==> config.mk <==
export PLATFORM = sky130hd
export DESIGN_NAME = priority_arbiter_flat
export DESIGN_NICKNAME = d
export VERILOG_FILES = /design/src/rtl/priority_arbiter_if.sv /design/src/rtl/priority_arbiter.sv /design/src/flat_wrapper.sv
export SDC_FILE = /design/constraint.sdc
export NUM_CORES = 1
export LEC_CHECK = 0
export ABC_CLOCK_PERIOD_IN_PS = 4030
export BUFFER_PORTS_ARGS = -buffer_cell sky130_fd_sc_hd__buf_2
export CORE_MARGIN = 2
export CORE_UTILIZATION = 55
export DETAILED_ROUTE_END_ITERATION = 12
export PLACE_DENSITY = 0.84
export SYNTH_ARGS = -nofsm -noshare
export SYNTH_HDL_FRONTEND = slang
export SYNTH_SLANG_ARGS = --single-unit
==> constraint.sdc <==
create_clock -name clk -period 4.03 [get_ports clk]
set_input_delay 0.403 -clock clk [delete_from_list [all_inputs] [get_ports clk]]
set_output_delay 0.403 -clock clk [all_outputs]
set_load 0.02 [all_outputs]
==> src/rtl/priority_arbiter_if.sv <==
// Request/grant bundle between requesters and the priority arbiter.
// The master side drives requests and accepts grants; the slave side is the arbiter.
interface priority_arbiter_if #(
    parameter int N = 8,
    parameter int W = 3
);
    logic         en;
    logic         mode;
    logic [N-1:0] req;
    logic         gnt_ready;
    logic         gnt_valid;
    logic [W-1:0] gnt_idx;
    logic [N-1:0] gnt_onehot;

    modport master (
        output en, mode, req, gnt_ready,
        input  gnt_valid, gnt_idx, gnt_onehot
    );

    modport slave (
        input  en, mode, req, gnt_ready,
        output gnt_valid, gnt_idx, gnt_onehot
    );
endinterface

==> src/rtl/priority_arbiter.sv <==
// Fixed-priority / round-robin arbiter with a registered, held grant.
// A grant is held until accepted, followed by one idle bubble cycle.
module priority_arbiter #(
    parameter int N = 8,
    parameter int W = 3
) (
    input  logic                  clk,
    input  logic                  rst_n,
    priority_arbiter_if.slave     bus
);
    typedef enum logic {IDLE, HOLD} state_t;

    state_t       state, state_nxt;
    logic [W-1:0] ptr, ptr_nxt;
    logic         valid_nxt;
    logic [W-1:0] idx_nxt;
    logic [N-1:0] onehot_nxt;
    logic [W-1:0] search_start;
    logic [W-1:0] winner;

    // Descending circular search from start; the first set request wins.
    function automatic logic [W-1:0] pick_winner(input logic [N-1:0] r,
                                                 input logic [W-1:0] start);
        logic [W-1:0] win;
        logic [W-1:0] kk;
        logic         found;
        int           k;
        win   = '0;
        found = 1'b0;
        for (int i = 0; i < N; i++) begin
            k = int'(start) - i;
            if (k < 0) k = k + N;
            kk = W'(k);
            if (!found && r[kk]) begin
                found = 1'b1;
                win   = kk;
            end
        end
        return win;
    endfunction

    function automatic logic [N-1:0] to_onehot(input logic [W-1:0] i);
        logic [N-1:0] v;
        v    = '0;
        v[i] = 1'b1;
        return v;
    endfunction

    // Fixed priority is a circular search that always starts at the top index.
    assign search_start = bus.mode ? ptr : W'(N - 1);
    assign winner       = pick_winner(bus.req, search_start);

    always_comb begin
        state_nxt  = state;
        ptr_nxt    = ptr;
        valid_nxt  = bus.gnt_valid;
        idx_nxt    = bus.gnt_idx;
        onehot_nxt = bus.gnt_onehot;
        case (state)
            IDLE: begin
                if (bus.en && (|bus.req)) begin
                    state_nxt  = HOLD;
                    valid_nxt  = 1'b1;
                    idx_nxt    = winner;
                    onehot_nxt = to_onehot(winner);
                end else begin
                    valid_nxt  = 1'b0;
                    idx_nxt    = '0;
                    onehot_nxt = '0;
                end
            end
            HOLD: begin
                if (bus.gnt_ready) begin
                    state_nxt  = IDLE;
                    valid_nxt  = 1'b0;
                    idx_nxt    = '0;
                    onehot_nxt = '0;
                    ptr_nxt    = (bus.gnt_idx == '0) ? W'(N - 1) : bus.gnt_idx - 1'b1;
                end
            end
            default: begin
                state_nxt  = IDLE;
                valid_nxt  = 1'b0;
                idx_nxt    = '0;
                onehot_nxt = '0;
            end
        endcase
    end

    always_ff @(posedge clk) begin
        if (!rst_n) begin
            state          <= IDLE;
            ptr            <= W'(N - 1);
            bus.gnt_valid  <= 1'b0;
            bus.gnt_idx    <= '0;
            bus.gnt_onehot <= '0;
        end else begin
            state          <= state_nxt;
            ptr            <= ptr_nxt;
            bus.gnt_valid  <= valid_nxt;
            bus.gnt_idx    <= idx_nxt;
            bus.gnt_onehot <= onehot_nxt;
        end
    end
endmodule

==> src/flat_wrapper.sv <==
// flat-port wrapper written by rule: the top's interface ports become plain ports
module priority_arbiter_flat 
#(
    parameter int N = 8,
    parameter int W = 3
)
  (clk, rst_n, bus_en, bus_mode, bus_req, bus_gnt_ready, bus_gnt_valid, bus_gnt_idx, bus_gnt_onehot);
  priority_arbiter_if #(.N(N), .W(W)) bus_i ();
  input  logic clk;
  input  logic rst_n;
  input wire logic [$bits(bus_i.en)-1:0] bus_en;
  input wire logic [$bits(bus_i.mode)-1:0] bus_mode;
  input wire logic [$bits(bus_i.req)-1:0] bus_req;
  input wire logic [$bits(bus_i.gnt_ready)-1:0] bus_gnt_ready;
  output wire logic [$bits(bus_i.gnt_valid)-1:0] bus_gnt_valid;
  output wire logic [$bits(bus_i.gnt_idx)-1:0] bus_gnt_idx;
  output wire logic [$bits(bus_i.gnt_onehot)-1:0] bus_gnt_onehot;
  assign bus_i.en = bus_en;
  assign bus_i.mode = bus_mode;
  assign bus_i.req = bus_req;
  assign bus_i.gnt_ready = bus_gnt_ready;
  assign bus_gnt_valid = bus_i.gnt_valid;
  assign bus_gnt_idx = bus_i.gnt_idx;
  assign bus_gnt_onehot = bus_i.gnt_onehot;
  priority_arbiter #(.N(N), .W(W)) u_core (.clk(clk), .rst_n(rst_n), .bus(bus_i));
endmodule
* Word-level counts from Yosys, hierarchy flattened
Index checks and enable logic that the tools add are counted.
** Storage, ports and cells
- Bits in registers :: 16
** Operators by class
- Eq/ne operators :: 1
- Reductions and logical operators :: 19
- Add/subtract/negate cells :: 16
- Order comparisons :: 18
- Bitwise logic cells :: 1
- Mux-type cells :: 54
** Operators with widths (number)
- 2-to-1 mux 3 bit :: 20
- less-than comparator 3 x 4 -> 1 bit, second input constant :: 9
- less-than comparator 4 x 1 -> 1 bit, second input constant :: 7
- adder 3 x 1 -> 3 bit, second input constant :: 8
- binary-select mux 1 bit (select 3 bit) :: 8
- 2-to-1 mux 1 bit :: 19
- 2-to-1 mux 8 bit :: 2
- case mux 8 bit (2 select lines) :: 1
- subtractor 3 x 3 -> 4 bit, second input constant :: 4
- logical AND 1 bit :: 9
- OR reduction 8 bit :: 1
- subtractor 3 x 2 -> 4 bit, second input constant :: 2
- logical NOT 1 bit :: 7
- case mux 3 bit (2 select lines) :: 1
- case mux 1 bit (2 select lines) :: 2
- subtractor 3 x 1 -> 4 bit, second input constant :: 1
- demux 1 bit (select 3 bit) :: 1
- greater-or-equal comparator 3 x 1 -> 1 bit, second input constant :: 1
- logical NOT 3 bit :: 1
- less-than comparator 3 x 1 -> 1 bit, second input constant :: 1
- subtractor 3 x 1 -> 3 bit, second input constant :: 1
- inequality test 2 bit, second input constant :: 1
- AND reduction 2 bit :: 1
- NOT 1 bit :: 1

* Logic depth before layout (Yosys ltp)
- Depth in word-level cells :: 33
- Gate-level depth with buffers :: 13
- Gate-level depth less buffers :: 11

* Least setup slack after synthesis
Ideal clock, no wire load.
- Path type :: input-to-reg
- Start point :: input port bus_mode
- End point :: register u_core.bus.gnt_onehot[6]
- Slack :: 617 ps
- Cell stages on the path :: 13
- Arrival time :: 3295 ps
- Path buffers :: 2
- Required time :: 3913 ps
- Setup time :: 117 ps
- Path through :: inv_1 > nor2_1 > inv_1 > clkbuf_1 > ha_1 > buf_2 > a211oi_1 > mux2_2 > a21oi_1 > or4b_4 > or2_1 > o32a_1 > a32o_1
** Between the ends
- Word-level cells in the longest chain between the ends :: 33
- Elaborated cells between the ends (all ways) :: 84
** RTL lines
- start, declared :: line flat_wrapper.sv:12 : input wire logic [$bits(bus_i.mode)-1:0] bus_mode;
- 2-to-1 mux 3 bit (*) :: line priority_arbiter.sv:50 : assign search_start = bus.mode ? ptr : W'(N - 1);
- parallel branches: the longest is 25 deep, another holds subtractor 3 x 1 -> 4 bit
- 2-to-1 mux 3 bit (*) :: line priority_arbiter.sv:34 : if (!found && r[kk]) begin
- less-than comparator 3 x 4 -> 1 bit (not written as such) / greater-or-equal comparator 3 x 1 -> 1 bit (equally long branches) :: line priority_arbiter.sv:45 : v[i] = 1'b1;
- logical AND 1 bit (not written as such) :: line priority_arbiter.sv:45
- 2-to-1 mux 1 bit (not written as such) :: line priority_arbiter.sv:45
- demux 1 bit (select 3 bit) (*)
- 2-to-1 mux 8 bit (*) :: line priority_arbiter.sv:61 : if (bus.en && (|bus.req)) begin
- case mux 8 bit (2 select lines) (*) :: line priority_arbiter.sv:59 : case (state)
- end signal, assigned :: line priority_arbiter.sv:102 : bus.gnt_onehot <= onehot_nxt;
- end, declared :: line priority_arbiter_if.sv:22 : output gnt_valid, gnt_idx, gnt_onehot
Mark *: on every way between the ends. The select of a mux whose other input is x is not followed.
A chain may end at the register's enable or synchronous reset.

* Worst setup path after layout
- Start point :: input port bus_mode
- End point :: register u_core.bus.gnt_onehot[7]
Same word-level chain as after synthesis.

==> out/qor.csv <==
stage,metric,value,unit
grt,largest net degree at the start of global routing,18,
yosys,syn_area_per_cell,8.535,um^2
sta,Max Clock Freq,290.2,MHz
setup_path,WP data required,4.20,ns
clocking,Num CTS Buffers,3,
sta,Max Slew Vio Count,0,
grt,first-pass GRT wire length,7314,um
setup_path,Worst setup SP type,input port,
detailed_routing,Total Wirelength,4397,um
placed_design,routability congestion estimate from global placement,0.9948,
final_layout,diodes inserted,0,
yosys,"Seq/Total Area, Yosys",19.15,%
sta,Fin Setup TNS,0,ns
sta,skew final,0.001610,ns
final_layout,fillers,259,
sta,final worst path period share,85.50,%
detailed_routing,vias,1724,
yosys,"Net Count, Synth",212,
floorplan,Die H,59.15,um
detailed_routing,Vias/cell,6.869,
detailed_routing,DRC,0,
power_and_ir_drop,PwrDens,221.8,mW/mm^2
clocking,Root Buffer,clkbuf_4,
power_and_ir_drop,Final Power,0.4088,mW
setup_path,Reg-to-Reg Start,u_core.ptr[0],
sta,Final Hold Viols,0,
final_layout,"leading cell type in the layout, fill and taps excluded",buf_2,
placed_design,port buffer count,24,
yosys,Post-synth EDFFs,0,
sta,final setup fails,0,
yosys,Mapped Cells,196,
grt,Total GRT Usage,26.87,%
detailed_routing,routed length per instance,17.52,um
placed_design,dpl cell area,0.001807,mm^2
yosys,xor/xnor share of the synthesized area,1.496,%
floorplan,initial core utilization,56.18,%
clocking,post-CTS sizing,0,
sta,Slew headroom,62.67,%
yosys,synthesized area,0.001673,mm^2
clocking,TritonCTS clock tree,yes,
clocking,Skew-Pair Late Insertion Delay,0.27,ns
setup_path,Crit Path Max Fanout,17,
final_layout,Final nets,235,
clocking,post-cts hold buffer count,0,
clocking,CTS Sinks,16,
setup_path,Worst setup startpoint,bus_mode,
detailed_routing,Routed Antenna Nets,0,
detailed_routing,drt first pass iters,4,
placed_design,Post-DP HPWL,3507,um
yosys,Post-synth top flop,dfxtp_1,
sta,min Tclk post-route,3.446,ns
yosys,ys async rst share,0,%
job,max_cap viols,0,
grt,initial antenna violation count,0,
floorplan,CORE AREA,0.002978,mm^2
grt,GRT overflow,0,
power_and_ir_drop,Leak,0.7223,nW
setup_path,WS Path Type,in -> reg,
final_layout,layout cell share with drive strength beyond 1,26.15,%
clocking,Worst-path clk slew,0.09,ns
yosys,synth top area cells,"dfxtp_1, mux2_2, mux4_2",
yosys,post-synth top area share,19.15,%
final_layout,"commonest non-fill, non-tap cells in the layout","buf_2, nand2_1, dfxtp_1",
sta,Worst Max-Slew Pin Slew,0.5592,ns
min_path,min-delay src,rst_n,
clocking,CTS H-tree lvls,1,
yosys,Yosys warnings,0,
yosys,mux cell area share after synthesis,16.16,%
yosys,"Distinct cells, synth",64,
detailed_routing,initial DRC count,115,
outcome,status,completed,
yosys,main combinational cell family by area after synthesis,compound AO/OA/AOI/OAI gates,
setup_path,Worst EP arrival,3.62,ns
floorplan,die area,0.003499,mm^2
yosys,compound-gate portion of the synthesized area,32.46,%
final_layout,area grow syn2layout,10.17,%
grt,vias in the first global route,1594,
setup_path,Critical Path End Type,flop,
yosys,post-synthesis simple-gate area fraction,24.23,%
power_and_ir_drop,Worst VDD drop,0.2559,mV
clocking,clk buf depth,2,
yosys,Yosys reg bits,16,
yosys,Adder-Cell Fraction of Synth Area,2.244,%
clocking,Post-CTS Setup Bufs,0,
floorplan,Ports,25,
final_layout,post-route cell area,0.001843,mm^2
sta,RSZ-0062 raised after global routing,false,
floorplan,Site Rows,20,
min_path,hold crit path type,in -> reg,
yosys,"area leader, netlist",dfxtp_1,
floorplan,chip width,59.15,um
==> synth_stat cells (all sizes together), types with 4 or more instances <==
master	number
o31ai	5
dfxtp	16
or3	4
o22ai	4
nor2b	5
a211oi	10
a32o	5
nand2	16
a21oi	10
mux2	10
buf	5
nor2	9
nor3	7
inv	7
nand2b	7
o21ai	6
and2	4
mux2i	6
mux4	4
==> metal layers <==
metal  share of wire (%)  vias to the layer above  global-route usage, %
li1                    -                      823                      -
met2                  49                       90                  47.14
met5                   0                        -                      0
met1                  42                      801                  34.41
met3                 7.3                       10                  2.620
met4                 2.0                        0                  8.766
==> critical path, cell delays in order <==
cell      delay (ns)
buf_2           0.24
inv_1           0.13
nor2_1          0.27
inv_1           0.10
ha_1            0.42
a211oi_1        0.29
mux2_2          0.24
a21oi_1         0.07
or4b_4          0.53
or2_1           0.25
o32a_1          0.40
a32o_1          0.27
==> cell type report <==
class	count	area, um^2	share of cell area, %
tap	33	41.29	2.240
sequential	16	320.3	17.38
multi-input combinational	165	1281	69.52
inverter	7	28.78	1.561
clock buffer	4	36.28	1.969
timing repair buffer	26	135.1	7.332
==> path summary, 6_finish.rpt <==
check / end / slack (ns) / cells after the start
worst max-delay path: u_core.bus.gnt_onehot[7] / 0.58 / 12
worst min-delay path: u_core.ptr[0] / 0.38 / 2
worst max register to register: u_core.bus.gnt_onehot[7] / 0.60 / 10
worst min register to register: u_core.bus.gnt_onehot[4] / 0.46 / 2
==> per-stage QoR <==
| step | std cells | hold WS (ns) | util, % | worst slack (ns) |
|---|---|---|---|---|
| CTS | 251 | 0.3759 | 61.89 | 0.6206 |
| global route | 251 | 0.3744 | 61.89 | 0.4031 |
| global placement | 247 | 0.4348 | 60.67 | 0.4325 |
| floorplan | 196 | 0.4792 | - | 0.6171 |
| detailed placement | 247 | 0.4420 | 60.67 | 0.3585 |
| finish | 251 | 0.3759 | 61.89 | 0.5842 |
==> cell families (layout without fill, tap and decap cells) <==
| group | after synthesis | in the layout |
|---|---|---|
| adder cells (fa/ha/maj) | 3 | 3 |
| XOR/XNOR | 2 | 2 |
| AND/OR/NAND/NOR | 71 | 71 |
| multiplexers | 20 | 20 |
| buffers and inverters | 15 | 37 |
| flip-flops | 16 | 16 |
| AO/OA/AOI/OAI | 69 | 69 |
==> sequential cells by signal, summed over array words and instances, names as in the netlist <==
register / cells
u_core.bus.gnt_onehot: 8
u_core.bus.gnt_idx: 3
u_core.ptr: 3
u_core.bus.gnt_valid: 1
u_core.state: 1
==> where the power goes <==
group / internal (mW) / switching, mW / total (mW)
registers: 0.165 / 0.00562 / 0.170
clock network: 0.0548 / 0.0459 / 0.101
logic: 0.0549 / 0.0828 / 0.138
total: 0.274 / 0.134 / 0.409
(Power assumes the default switching activity.)
